## config.mk

```make
export PLATFORM = sky130hd
export DESIGN_NAME = seg_scan_driver
export DESIGN_NICKNAME = d
export VERILOG_FILES = /design/src/rtl/seg_scan_driver.sv
export SDC_FILE = /design/constraint.sdc
export NUM_CORES = 1
export LEC_CHECK = 0
export CAP_MARGIN = 10
export CORE_MARGIN = 5
export CORE_UTILIZATION = 35
export DETAILED_ROUTE_END_ITERATION = 7
export SLEW_MARGIN = 0
export SYNTH_ARGS = -nofsm -noshare
export SYNTH_HDL_FRONTEND = slang
export SYNTH_SLANG_ARGS = --single-unit
```

## constraint.sdc

```tcl
create_clock -name clk -period 3.3 [get_ports clk]
set_clock_uncertainty 0.05 [all_clocks]
set_input_delay 0.33 -clock clk [delete_from_list [all_inputs] [get_ports clk]]
set_output_delay 0.33 -clock clk [all_outputs]
set_load 0.05 [all_outputs]
```

## src/rtl/seg_scan_driver.sv

```systemverilog
// rtl/seg_scan_driver.sv - time-multiplexed 4-digit 7-segment scan driver with anti-ghost blanking
module seg_scan_driver #(
  parameter int DIGIT_CYCLES = 50000,
  parameter int BLANK_CYCLES = 500
) (
  input  logic       clk,
  input  logic       rst_n,
  input  logic       enable,
  input  logic       lz_blank,
  input  logic [7:0] out0,
  input  logic [7:0] out1,
  input  logic [7:0] out2,
  input  logic [7:0] out3,
  output logic [7:0] seg,
  output logic [3:0] an,
  output logic [1:0] digit_idx,
  output logic       frame_done
);

  localparam int CW = (DIGIT_CYCLES > 1) ? $clog2(DIGIT_CYCLES) : 1;
  localparam logic [CW-1:0] BLANK_LAST = CW'(BLANK_CYCLES - 1);
  localparam logic [CW-1:0] SLOT_LAST  = CW'(DIGIT_CYCLES - 1);
  localparam logic [7:0]    GLYPH_ZERO = 8'hC0;

  typedef enum logic [1:0] {IDLE, BLANK, SHOW} state_t;

  state_t        state, state_n;
  logic [CW-1:0] cnt, cnt_n;
  logic [1:0]    didx_n;

  logic [7:0] sh_code0, sh_code1, sh_code2, sh_code3;
  logic       sh_lz;
  logic       capture;

  logic [7:0] seg_n;
  logic [3:0] an_n;
  logic       frame_done_n;

  logic       blank3, blank2, blank1;
  logic [7:0] disp_code;

  // State, slot counter and digit index register
  always_ff @(posedge clk or negedge rst_n) begin
    if (!rst_n) begin
      state     <= IDLE;
      cnt       <= '0;
      digit_idx <= 2'd0;
    end else begin
      state     <= state_n;
      cnt       <= cnt_n;
      digit_idx <= didx_n;
    end
  end

  // Next-state: one counter spans BLANK then SHOW; dropping enable always returns to IDLE
  always_comb begin
    state_n = state;
    cnt_n   = cnt;
    didx_n  = digit_idx;
    if (!enable) begin
      state_n = IDLE;
      cnt_n   = '0;
      didx_n  = 2'd0;
    end else begin
      case (state)
        IDLE: begin
          state_n = BLANK;
          cnt_n   = '0;
          didx_n  = 2'd0;
        end
        BLANK: begin
          cnt_n = cnt + CW'(1);
          if (cnt == BLANK_LAST) state_n = SHOW;
        end
        SHOW: begin
          if (cnt == SLOT_LAST) begin
            state_n = BLANK;
            cnt_n   = '0;
            didx_n  = digit_idx + 2'd1;
          end else begin
            cnt_n = cnt + CW'(1);
          end
        end
        default: begin
          state_n = IDLE;
          cnt_n   = '0;
          didx_n  = 2'd0;
        end
      endcase
    end
  end

  // Frame snapshot is taken on the edge that enters digit 0's first blank cycle
  assign capture = (state_n == BLANK) && (didx_n == 2'd0) && (cnt_n == '0);

  // Shadow registers hold one frame's worth of codes so a frame never mixes values
  always_ff @(posedge clk or negedge rst_n) begin
    if (!rst_n) begin
      sh_code0 <= 8'hFF;
      sh_code1 <= 8'hFF;
      sh_code2 <= 8'hFF;
      sh_code3 <= 8'hFF;
      sh_lz    <= 1'b0;
    end else if (capture) begin
      sh_code0 <= out0;
      sh_code1 <= out1;
      sh_code2 <= out2;
      sh_code3 <= out3;
      sh_lz    <= lz_blank;
    end
  end

  // Leading-zero suppression cascades from the thousands digit downward; ones digit is never blanked
  always_comb begin
    blank3 = sh_lz && (sh_code3 == GLYPH_ZERO);
    blank2 = blank3 && (sh_code2 == GLYPH_ZERO);
    blank1 = blank2 && (sh_code1 == GLYPH_ZERO);
    case (didx_n)
      2'd0:    disp_code = sh_code0;
      2'd1:    disp_code = blank1 ? 8'hFF : sh_code1;
      2'd2:    disp_code = blank2 ? 8'hFF : sh_code2;
      default: disp_code = blank3 ? 8'hFF : sh_code3;
    endcase
  end

  // Output decode from the upcoming state so registered outputs line up with the state they describe
  always_comb begin
    an_n         = 4'b1111;
    seg_n        = 8'hFF;
    frame_done_n = 1'b0;
    if (state_n == SHOW) begin
      an_n         = ~(4'b0001 << didx_n);
      seg_n        = disp_code;
      frame_done_n = (didx_n == 2'd3) && (cnt_n == SLOT_LAST);
    end
  end

  // Output register; async reset blanks the display without waiting for a clock
  always_ff @(posedge clk or negedge rst_n) begin
    if (!rst_n) begin
      an         <= 4'b1111;
      seg        <= 8'hFF;
      frame_done <= 1'b0;
    end else begin
      an         <= an_n;
      seg        <= seg_n;
      frame_done <= frame_done_n;
    end
  end

endmodule

```

; ---- Yosys cells after proc, flatten, opt, wreduce, memory -nomap -nowiden
; Index checks and enable logic that the tools add are counted.
[word_totals]
ff_bits = 66
in_bits = 36
[classes]
addsub = 2
n_eq_ne = 13
n_shift = 1
mux = 17
bitwise = 1
n_reduce_logical = 9
[ops]
columns = cell, count
row1 = equality test 16 bit (second input constant), 2
row2 = two-way mux 16 bit, 2
row3 = two-way mux 8 bit, 4
row4 = one-hot mux 16 bit (2 select lines), 1
row5 = equality test 8 bit (second input constant), 3
row6 = one-hot mux 8 bit (3 select lines), 1
row7 = adder 16 x 1 -> 16 bit (second input constant), 1
row8 = equality test 16 x 9 -> 1 bit (second input constant), 1
row9 = logical NOT 16 bit, 1
row10 = two-way mux 2 bit, 5
row11 = equality test 2 bit (second input constant), 4
row12 = equality test 2 x 1 -> 1 bit (second input constant), 3
row13 = logical AND 1 bit, 6
row14 = one-hot mux 2 bit (3 select lines), 1
row15 = logical NOT 2 bit, 2
row16 = two-way mux 4 bit, 1
row17 = NOT 4 bit, 1
row18 = one-hot mux 2 bit (2 select lines), 1
row19 = << shifter 1 x 2 -> 4 bit (first input constant), 1
row20 = adder 2 x 1 -> 2 bit (second input constant), 1
row21 = two-way mux 1 bit, 1

; ---- Logic depth before layout (Yosys ltp)
; Gate-level depths: netlist of the first run.
[depth]
word_depth = 7
mapped_depth = 12
depth_no_buf = 9

; ---- Worst setup path after synthesis of the first run
; OpenSTA, ideal clock, no wires.
[synth_timing]
path_type = register to register
startpoint = reg cnt[0]
endpoint = reg sh_lz
arrival_ns = 2.715
slack_ns = 0.410
path_stages_with_launch = 12
synth_period_minus_slack_ns = 2.890
cell_sequence = dfrtp_1 > ha_1 > and4b_1 > nand4_4 > a21oi_4 > or2b_2 > buf_6 > a31oi_1 > or4b_1 > buf_6 > buf_12 > mux2_4
[synth_via]
elab_chain_len = 7
[synth_rtl]
columns = element, line
row1 = "start, declared", 28  ; logic [CW-1:0] cnt, cnt_n;
row2 = "start signal, assigned", 50  ; cnt <= cnt_n;
row3 = "parallel branches: the longest is 6 deep, another holds adder 16 x 1 -> 16 bit", -
row4 = logical AND 1 bit *, 94  ; assign capture = (state_n == BLANK) && (didx_n == 2'd0) && (cnt_n == '0);
row5 = "end signal, assigned", 109  ; sh_lz <= lz_blank;
row6 = "end, declared", 32  ; logic sh_lz;
; Mark *: on every way between the ends.
; A chain may end at the register's enable or synchronous reset.

; ---- Final worst setup path of the first run
[layout_timing]
startpoint = reg cnt[0]
endpoint = reg sh_lz
[layout_via]
elab_chain_len = 7
[layout_rtl]
columns = element, line
row1 = equality test 16 bit or equality test 16 x 9 -> 1 bit (tied branches), "76, 73"
row2 = two-way mux 2 bit (on tied branches), "76, 73"
row3 = one-hot mux 2 bit (3 select lines) *, 65  ; case (state)
row4 = two-way mux 2 bit *, 60  ; if (!enable) begin
row5 = via state_n[0], 27  ; state_t state, state_n;
row6 = equality test 2 x 1 -> 1 bit *, 94
row7 = logical AND 1 bit * (2 in a row), 94
; Mark *: on every way through the listed nets, which the timed path passes. The rest lies on a longest branch.

==> impl_metrics.toml, run 1 <==
[clocking]
numCtsBuffers = 9
cts_setup_buffers = 0
clk_pin_slew_ns = 0.08
clk_latency_ns = 0.35
cts-root-buf = "clkbuf_8"
cts_tree = "built"
clkSinkCount = 66
cts_resized = 0
ctsHtreeMaxLevel = 3
cts.path.max_buffers = 2
cts_hold_buffers = 0

[worst_setup_path]
crit_path_end_kind = "flip-flop"
cp.arrival_ns = 3.35
required_ns = 3.49
critical_path_class = "reg -> reg"
worstPathCellList = "ha_2 > and4b_1 > and4_1 > o311ai_0 > a21oi_1 > nand2_1 > or4b_2 > buf_12 > mux2_4"
crit_slowest_cell = "or4b_2"
critPathLaunchType = "flip-flop"
reg2reg_depth = 9
crit_path_max_incr_delay_ns = 0.68
cp_max_fo = 33

[sta]
hold_viol_final = 0
slew_violations = 0
clock.fmax_ghz = 0.316
tightest_slew_ns = 0.854
period_needed_ns = 3.17
fin_crit_sh_pct = 96.0
fin_tns_setup_ns = 0
slew_headroom_pct = 43.0
rsz0062_at_grt = "false"
setup_viol = 0

[logic_synthesis]
synth_top_family_by_area = "simple AND/OR/NAND/NOR gates"
synth_nets = 371
synthesis.instances = 330
yosys.area.top_type_share_pct = 31.2
synth_compound_area_share_pct = 9.67
yosysMostFrequentCell = "dfstp_2"
synth_area_leader_cell = "dfstp_2"
synth-edff-count = 0
ys_seq_area_share_pct = 46.1
synth-adder-area-share_pct = 1.69
yosysUniqueCellTypes = 61
synth_area_sq_um = 3700
synth_mux_area_share_pct = 14.2
synthXorXnorAreaFrac_pct = 4.73
yosys-top-cells-count = "44 x dfstp_2, 36 x nor2_1, 30 x mux2_4, 22 x dfrtp_1, 21 x nand2_1"
synthFlopType = "dfstp_2"
async_flop_share_pct = 100
synthSimpleGateAreaFrac_pct = 18.1
synthTopCellsByArea = "dfstp_2 31%, dfrtp_1 15%, mux2_4 12%, nor2_1 3.7%, xnor2_1 2.4%"
avgSynthCellArea_sq_um = 11.2
ys_warn_count = 0
ys_ff_latch = 66

[drt]
routed_wl_um = 8640
vias_per_cell = 5.08
drcViolationCount = 0
first_iter_violations = 185
wl_per_cell_um = 16.4
postRouteAntennaNets = 0
num_vias = 2677
dr.pass1.iters = 4

[global_routing]
first_global_vias = 2766
grt_first_pass_wirelength_um = 14200
grt_usage_pct = 14.1
grt_max_degree = 39
grt.overflow.total = 0
antenna_found_initial = 0

[floorplan]
initial_core_util_pct = 35.9
io_pins = 51
fp.dieH_um = 113
die_x_um = 113
fp-row-count = 37
core_sq_um = 10300
die-area_sq_um = 12700

[placement]
io_buffers = 50
dp_hpwl_um = 6450
place_congestion = 0.872

[finish]
utilization_pct = 44.0
fin_nets = 427
diodes = 0
drive_above_1_share_pct = 32.2
syn_to_final_growth_pct = 22.9

[power_and_ir_drop]
ir_worst_vdd_mv = 0.251
leakage_nw = 1.83
cellPowerDensity_nw_per_um2 = 497
finalPower_mw = 2.26

[hold_path]
hold_path_class = "in -> async"

[job]
drv_cap = 0

[status]
status = "finished clean"
-- cell type report --
class                      instances  area, sq um
clock buffer                      11          151
clock inverter                     5         60.1
fill                             972         5780
inverter                          10         37.5
multi-input combinational        233         1790
sequential                        66         1710
tap                              136          170
timing repair buffer              66          628
-- state kept, by name, indices dropped and copies added, names as in the netlist, 2 cells and up --
register / count
sh_code3: 8
state: 2
cnt: 16
digit_idx: 2
seg: 8
sh_code2: 8
an: 4
sh_code1: 8
sh_code0: 8
-- through the flow --
step           cells  cell area, sq um  setup slack, ns  hold slack, ns
2_1_floorplan    330              3700            0.410         -0.0156
3_3_place_gp     511              4330            0.155           0.441
3_5_place_dp     511              4330            0.115           0.451
4_1_cts          527              4540           0.0898          0.0699
5_1_grt          527              4550           0.0141           0.107
6_report         527              4550            0.133          0.0344
-- worst max-delay path: cells and delay by family, from the launching register on --
kind | cells | cell delay, ns
compound gates | 2 | 0.35
mux | 1 | 0.32
fa+ha+maj | 1 | 0.29
flops | 1 | 0.46
simple gates | 4 | 1.33
buf+inv | 1 | 0.22
-- per-layer routing --
layer	vias to the layer above	track usage [%]	wire length, um
met3	18	3.85	420
met5	-	0	0
li1	1291	-	-
met4	0	5.45	224
met1	1304	18.0	3850
met2	64	22.7	4140
-- kinds of logic (layout without fill, tap and decap cells) --
group / Yosys count / count (layout)
xor+xnor: 20 / 20
fa+ha+maj: 5 / 5
compound gates: 55 / 55
buf+inv: 31 / 92
simple gates: 116 / 116
flops: 66 / 66
mux: 37 / 37
-- cell usage in the layout (no fill, tap or decap), types with 2 or more instances in the layout --
cell type	instances
a21oi_1	11
a22o_1	2
a31oi_1	3
a41oi_1	2
and3_1	7
and4_1	4
buf_4	15
clkbuf_8	11
clkdlybuf4s50_1	49
clkinvlp_4	2
dfrtp_1	22
dfstp_2	44
ha_1	4
inv_1	10
mux2_2	4
mux2_4	30
mux2i_1	3
nand2_1	21
nand3_1	7
nand4_1	5
nor2_1	36
nor2b_1	3
nor3_1	5
nor4_1	5
nor4bb_1	2
o21ai_0	15
o21ai_1	7
o22ai_1	2
or2_2	2
or3_1	3
or4_1	3
xnor2_1	10
xor2_1	10
-- where the power goes --
| part | switching (mW) | internal [mW] | total [mW] |
|---|---|---|---|
| Combinational | 0.146 | 0.263 | 0.409 |
| Sequential | 0.106 | 1.03 | 1.13 |
| Clock | 0.327 | 0.393 | 0.720 |
| Total | 0.579 | 1.68 | 2.26 |
-- worst paths after layout --
kind | startpoint | endpoint | slack (ns)
max | cnt[0] | sh_lz | 0.13
min | rst_n | cnt[11] | 0.03
max reg2reg | cnt[0] | sh_lz | 0.13
min reg2reg | sh_lz | sh_lz | 0.47
max in group asynchronous | rst_n | sh_code2[4] | 2.37
min in group clk | sh_lz | sh_lz | 0.47
Note: power is estimated with default switching activity, not from simulation.
==> run 2, diff against run 1 <==
--- a/config.mk
+++ b/config.mk
@@ -6,10 +6,12 @@
 export NUM_CORES = 1
 export LEC_CHECK = 0
 export CAP_MARGIN = 10
+export CORE_ASPECT_RATIO = 1.1
 export CORE_MARGIN = 5
 export CORE_UTILIZATION = 35
 export DETAILED_ROUTE_END_ITERATION = 7
-export SLEW_MARGIN = 0
+export PLACE_DENSITY = 0.51
+export SLEW_MARGIN = 20
 export SYNTH_ARGS = -nofsm -noshare
 export SYNTH_HDL_FRONTEND = slang
 export SYNTH_SLANG_ARGS = --single-unit
==> run 2 against run 1 <==
Via count grew 1.3%. Critical path depth is the same. Clock power grew 32%. Non-clock buffer count grew 2. First-iteration DRC count shrank 30%. Count of clock-buffer cells in the layout shrank 2. Setup slack gained 0.033 ns.
==> impl_metrics.toml, run 2 (synthesized netlist as in run 1, its figures left out) <==
[status]
status = "finished clean"

[power_and_ir_drop]
clkPwrFrac_pct = 38.1
power.switching_uw = 615
p_comb_share_pct = 16.2
pwr-share-seq_pct = 45.7
leakage_nw = 1.88
switching_share_pct = 24.7
cellPowerDensity_nw_per_um2 = 533
p_int_mw = 1.87
ir_worst_vdd_mv = 0.284

[global_routing]
grt_usage_pct = 14.5
met3_usage_pct = 2.19
grt_first_pass_wirelength_um = 14400
use_met1_pct = 19.4
first_global_vias = 2765
grt.overflow.total = 0
antenna_found_initial = 0
grt-busiest-layer = "met2"
grt_max_degree = 67
grtUsageMet2_pct = 23.0

[worst_setup_path]
crit_path_end_kind = "flip-flop"
required_ns = 3.47
crit_path_max_incr_delay_ns = 0.71
crit_slowest_cell = "or4b_2"
critPathLaunchType = "flip-flop"
cp.arrival_ns = 3.30
worstPathCellList = "nand3_1 > nor3_4 > xnor2_1 > nor4bb_2 > buf_4 > a31oi_1 > or4b_2 > buf_12 > mux2_4"
reg2reg_to = "sh_lz"
reg2reg_depth = 9
cp_max_fo = 33
timing.rr.start = "cnt[4]"
critical_path_class = "reg -> reg"
crit_end = "sh_lz"
critPathLaunch = "cnt[4]"
ff2ff_setup_slack_ns = 0.17

[drt]
dr.pass1.iters = 4
wl_per_cell_um = 16.4
num_vias = 2713
vias_per_cell = 5.06
routed_wl_um = 8780
drcViolationCount = 0
first_iter_violations = 130
postRouteAntennaNets = 0

[sta]
clock.fmax_ghz = 0.319
fin_crit_sh_pct = 95.0
hold_ws_ns = 0.112
tightest_slew_ns = 0.821
slew_violations = 0
setup_viol = 0
fin_ws_ns = 0.166
period_needed_ns = 3.13
hold_viol_final = 0
slew_headroom_pct = 45.2

[clocking]
cts-root-buf = "clkbuf_16"
cts_setup_buffers = 0
ctsHtreeMaxLevel = 3
clk_latency_ns = 0.33
cts_hold_buffers = 0
cts.path.max_buffers = 2
numCtsBuffers = 9
cts_tree = "built"
clkSinkCount = 66
cts_resized = 0
clk_pin_slew_ns = 0.06

[finish]
drive_above_1_share_pct = 33.6
largest_register_ffs = 16
syn_to_final_growth_pct = 26.2
top_register = "cnt"
fin_nets = 429
diodes = 0
final_common_cell = "clkdlybuf4s50_1"
final_cell_mix = "49 x clkdlybuf4s50_1, 44 x dfstp_2, 36 x nor2_1, 30 x mux2_4, 21 x nand2_1"

[floorplan]
io_pins = 51
core_sq_um = 10400
die_x_um = 108
fp-row-count = 39
fp.dieH_um = 118
die-area_sq_um = 12700
initial_core_util_pct = 35.6

[placement]
dp_slack_ns = 0.0565
dp_hpwl_um = 6340
place_congestion = 0.836
io_buffers = 50

[hold_path]
hold_path_class = "in -> async"

[job]
drv_cap = 0
## run 2: how the worst min path moves through the flow
stage                           to  start  cells past startpoint
after floorplan             cnt[0]  rst_n                      0
after global placement       sh_lz  sh_lz                      1
after detailed placement     sh_lz  sh_lz                      1
after CTS                  cnt[10]  rst_n                      2
after global routing      state[1]  rst_n                      2
final                      cnt[10]  rst_n                      2
## run 2: power groups by stage
stage                     Sequential (mW)  Combinational (mW)  Clock [mW]
after floorplan                      1.10               0.325           0
after global placement               1.15               0.402           0
after detailed placement             1.15               0.409           0
after CTS                            1.14               0.410       0.964
after global routing                 1.16               0.434        1.00
final                                1.14               0.403       0.948
## run 2: routing by layer
metal,part of all wire (%),vias to the layer above
li1,-,1296
met1,47,1337
met2,48,67
met3,3.2,13
met4,1.8,0
met5,0,-
## run 2: cell type report
| class | count | area, sq um |
|---|---|---|
| fillers | 983 | 5720 |
| repair buffers | 68 | 643 |
| well taps | 143 | 179 |
| multi-input cells | 233 | 1810 |
| flip-flops and latches | 66 | 1710 |
| inverters | 10 | 37.5 |
| clock buffers | 9 | 225 |
| clock inverters | 7 | 67.6 |
## run 2: through the flow
| step | instances | util [%] | TNS [ns] | power [mW] | instance area (sq um) |
|---|---|---|---|---|---|
| floorplan | 330 | - | 0 | 1.42 | 3700 |
| global placement | 520 | 41.9 | 0 | 1.55 | 4360 |
| detailed placement | 520 | 41.9 | 0 | 1.56 | 4360 |
| CTS | 536 | 44.7 | 0 | 2.51 | 4650 |
| global route | 536 | 45.0 | -0.00328 | 2.59 | 4670 |
| finish | 536 | 45.0 | 0 | 2.49 | 4670 |
## run 2: worst max-delay path, delay by kind of cell (launching register included)
kind	cells	cell delay, ns
AO/OA/AOI/OAI	1	0.07
XOR/XNOR	1	0.21
buffers and inverters	2	0.38
flip-flops	1	0.52
multiplexers	1	0.33
AND/OR/NAND/NOR	4	1.43
==> run 3, diff against run 2 <==
--- a/config.mk
+++ b/config.mk
@@ -6,7 +6,6 @@
 export NUM_CORES = 1
 export LEC_CHECK = 0
 export CAP_MARGIN = 10
-export CORE_ASPECT_RATIO = 1.1
 export CORE_MARGIN = 5
 export CORE_UTILIZATION = 35
 export DETAILED_ROUTE_END_ITERATION = 7
==> run 3 against run 2 <==
Setup slack got worse by 0.0041 ns. Die area barely moved. Non-clock buffer count rose by 2. Critical endpoint unchanged. Global-route usage rose by 0.10 points. First-iteration DRC count rose by 7.7%. Flip-flop and latch count did not move. Worst hold slack improved by 0.38 ns. Combinational power rose by 2%. Fmax fell by 0.13%. Count of clock-buffer cells in the layout rose by 1. Critical path depth did not move.
==> impl_metrics.toml, run 3 (synthesized netlist as in run 1, its figures left out) <==
[placement]
io_buffers = 50
dp_slack_ns = 0.0221
dpl_cell_area_sq_um = 4360
dp_cells = 514
place_congestion = 0.835
dp_hpwl_um = 6560

[worst_setup_path]
crit_path_end_kind = "flip-flop"
crit_path_max_incr_delay_ns = 0.72
critical_path_class = "reg -> reg"
required_ns = 3.49
cp.arrival_ns = 3.33
critPathLaunchType = "flip-flop"
worstPathCellList = "ha_4 > and4b_1 > nand4_4 > a21oi_4 > or2b_2 > a31oi_1 > or4b_2 > buf_12 > mux2_4"
crit_slowest_cell = "or4b_2"
cp_max_fo = 33

[floorplan]
initial_core_util_pct = 35.9
fp-row-count = 37
core_sq_um = 10300
fp.dieH_um = 113
die_x_um = 113
io_pins = 51
die-area_sq_um = 12700

[drt]
routed_wl_um = 8800
drcViolationCount = 0
num_vias = 2699
wl_per_cell_um = 16.6
postRouteAntennaNets = 0
first_iter_violations = 140
vias_per_cell = 5.08
dr.pass1.iters = 4

[hold_path]
hold_path_class = "in -> async"

[power_and_ir_drop]
p_comb_share_pct = 17.8
p_int_mw = 1.74
ir_worst_vdd_mv = 0.208
finalPower_mw = 2.32
switching_share_pct = 25.2
clkPwrFrac_pct = 33.7
pwr-share-seq_pct = 48.5
cellPowerDensity_nw_per_um2 = 504
power.switching_uw = 584
leakage_nw = 1.86

[finish]
syn_to_final_growth_pct = 24.5
diodes = 0
drive_above_1_share_pct = 33.2
top_register = "cnt"
largest_register_ffs = 16
fill_cells = 978
final_cell_mix = "49 x clkdlybuf4s50_1, 44 x dfstp_2, 36 x nor2_1, 30 x mux2_4, 21 x nand2_1"
multi_input_area_sq_um = 1800
regArea_sq_um = 1710
final_common_cell = "clkdlybuf4s50_1"
fin_nets = 431
stdcell_area_sq_um = 4610
layoutNonFillerInstCount = 531

[clocking]
clk_latency_ns = 0.35
ctsHtreeMaxLevel = 3
cts-root-buf = "clkbuf_8"
numCtsBuffers = 9
cts.path.max_buffers = 2
cts_setup_buffers = 0
clkSinkCount = 66
clk_pin_slew_ns = 0.08
cts_tree = "built"

[global_routing]
first_global_vias = 2865
grt_usage_pct = 14.6
grt.overflow.total = 0
grt_first_pass_wirelength_um = 14700
antenna_found_initial = 0
grt_max_degree = 34

[sta]
slew_violations = 0
period_needed_ns = 3.14
fin_crit_sh_pct = 95.1
hold_ws_ns = 0.494
slew_headroom_pct = 55.8
setup_viol = 0
fin_ws_ns = 0.162
tightest_slew_ns = 0.662
hold_viol_final = 0
clock.fmax_ghz = 0.319

[status]
status = "finished clean"

[job]
drv_cap = 0
run 3: layout make-up:
type	count	area share, %
Multi-Input combinational cell	233	39.1
Sequential cell	66	37.1
Timing Repair Buffer	70	14.3
Tap cell	136	3.69
Clock buffer	10	2.99
Clock inverter	6	1.93
Inverter	10	0.815
run 3: power groups by stage:
stage	combinational (mW)	sequential [mW]	clock (mW)
after floorplan	0.325	1.10	0
after global placement	0.411	1.14	0
after detailed placement	0.417	1.14	0
after CTS	0.418	1.13	0.811
after global routing	0.446	1.15	0.846
final	0.412	1.13	0.783
run 3: worst max-delay path: cells and delay by family, from the launching register on:
kind,cells,cell delay [ns]
flip-flops,1,0.46
buffers and inverters,1,0.23
AND/OR/NAND/NOR,4,1.43
AO/OA/AOI/OAI,2,0.31
adder cells (fa/ha/maj),1,0.21
multiplexers,1,0.32
run 3: worst paths after layout:
check	from	endpoint	slack, ns	cells after the start
min	rst_n	cnt[10]	0.49	2
max	cnt[1]	sh_lz	0.16	9
min in group clk	sh_code3[2]	seg[2]	0.49	2
max reg2reg	cnt[1]	sh_lz	0.16	9
max in group asynchronous	rst_n	sh_code2[3]	1.91	3
min reg2reg	sh_code3[2]	seg[2]	0.49	2
run 3: per-layer routing:
metal  share of wire (%)  track usage, %  wire [um]
met1                  46            19.4       4060
met2                  49            23.4       4270
met3                 4.1            3.32        357
met4                 1.3            4.81        111
met5                   0               0          0
run 3: repair_timing:
action                                  CTS  global route
gates resized for setup                   1             3
endpoints found under the hold margin    16             0
endpoints found under the setup margin    1            32
hold buffers                              1             0
cloned                                    0             0
run 3: stage by stage:
stage | setup TNS, ns | util (%)
3_3_place_gp | 0 | 42.2
2_1_floorplan | 0 | -
6_report | 0 | 44.6
5_1_grt | -0.0000424 | 44.6
3_5_place_dp | 0 | 42.2
4_1_cts | 0 | 44.5
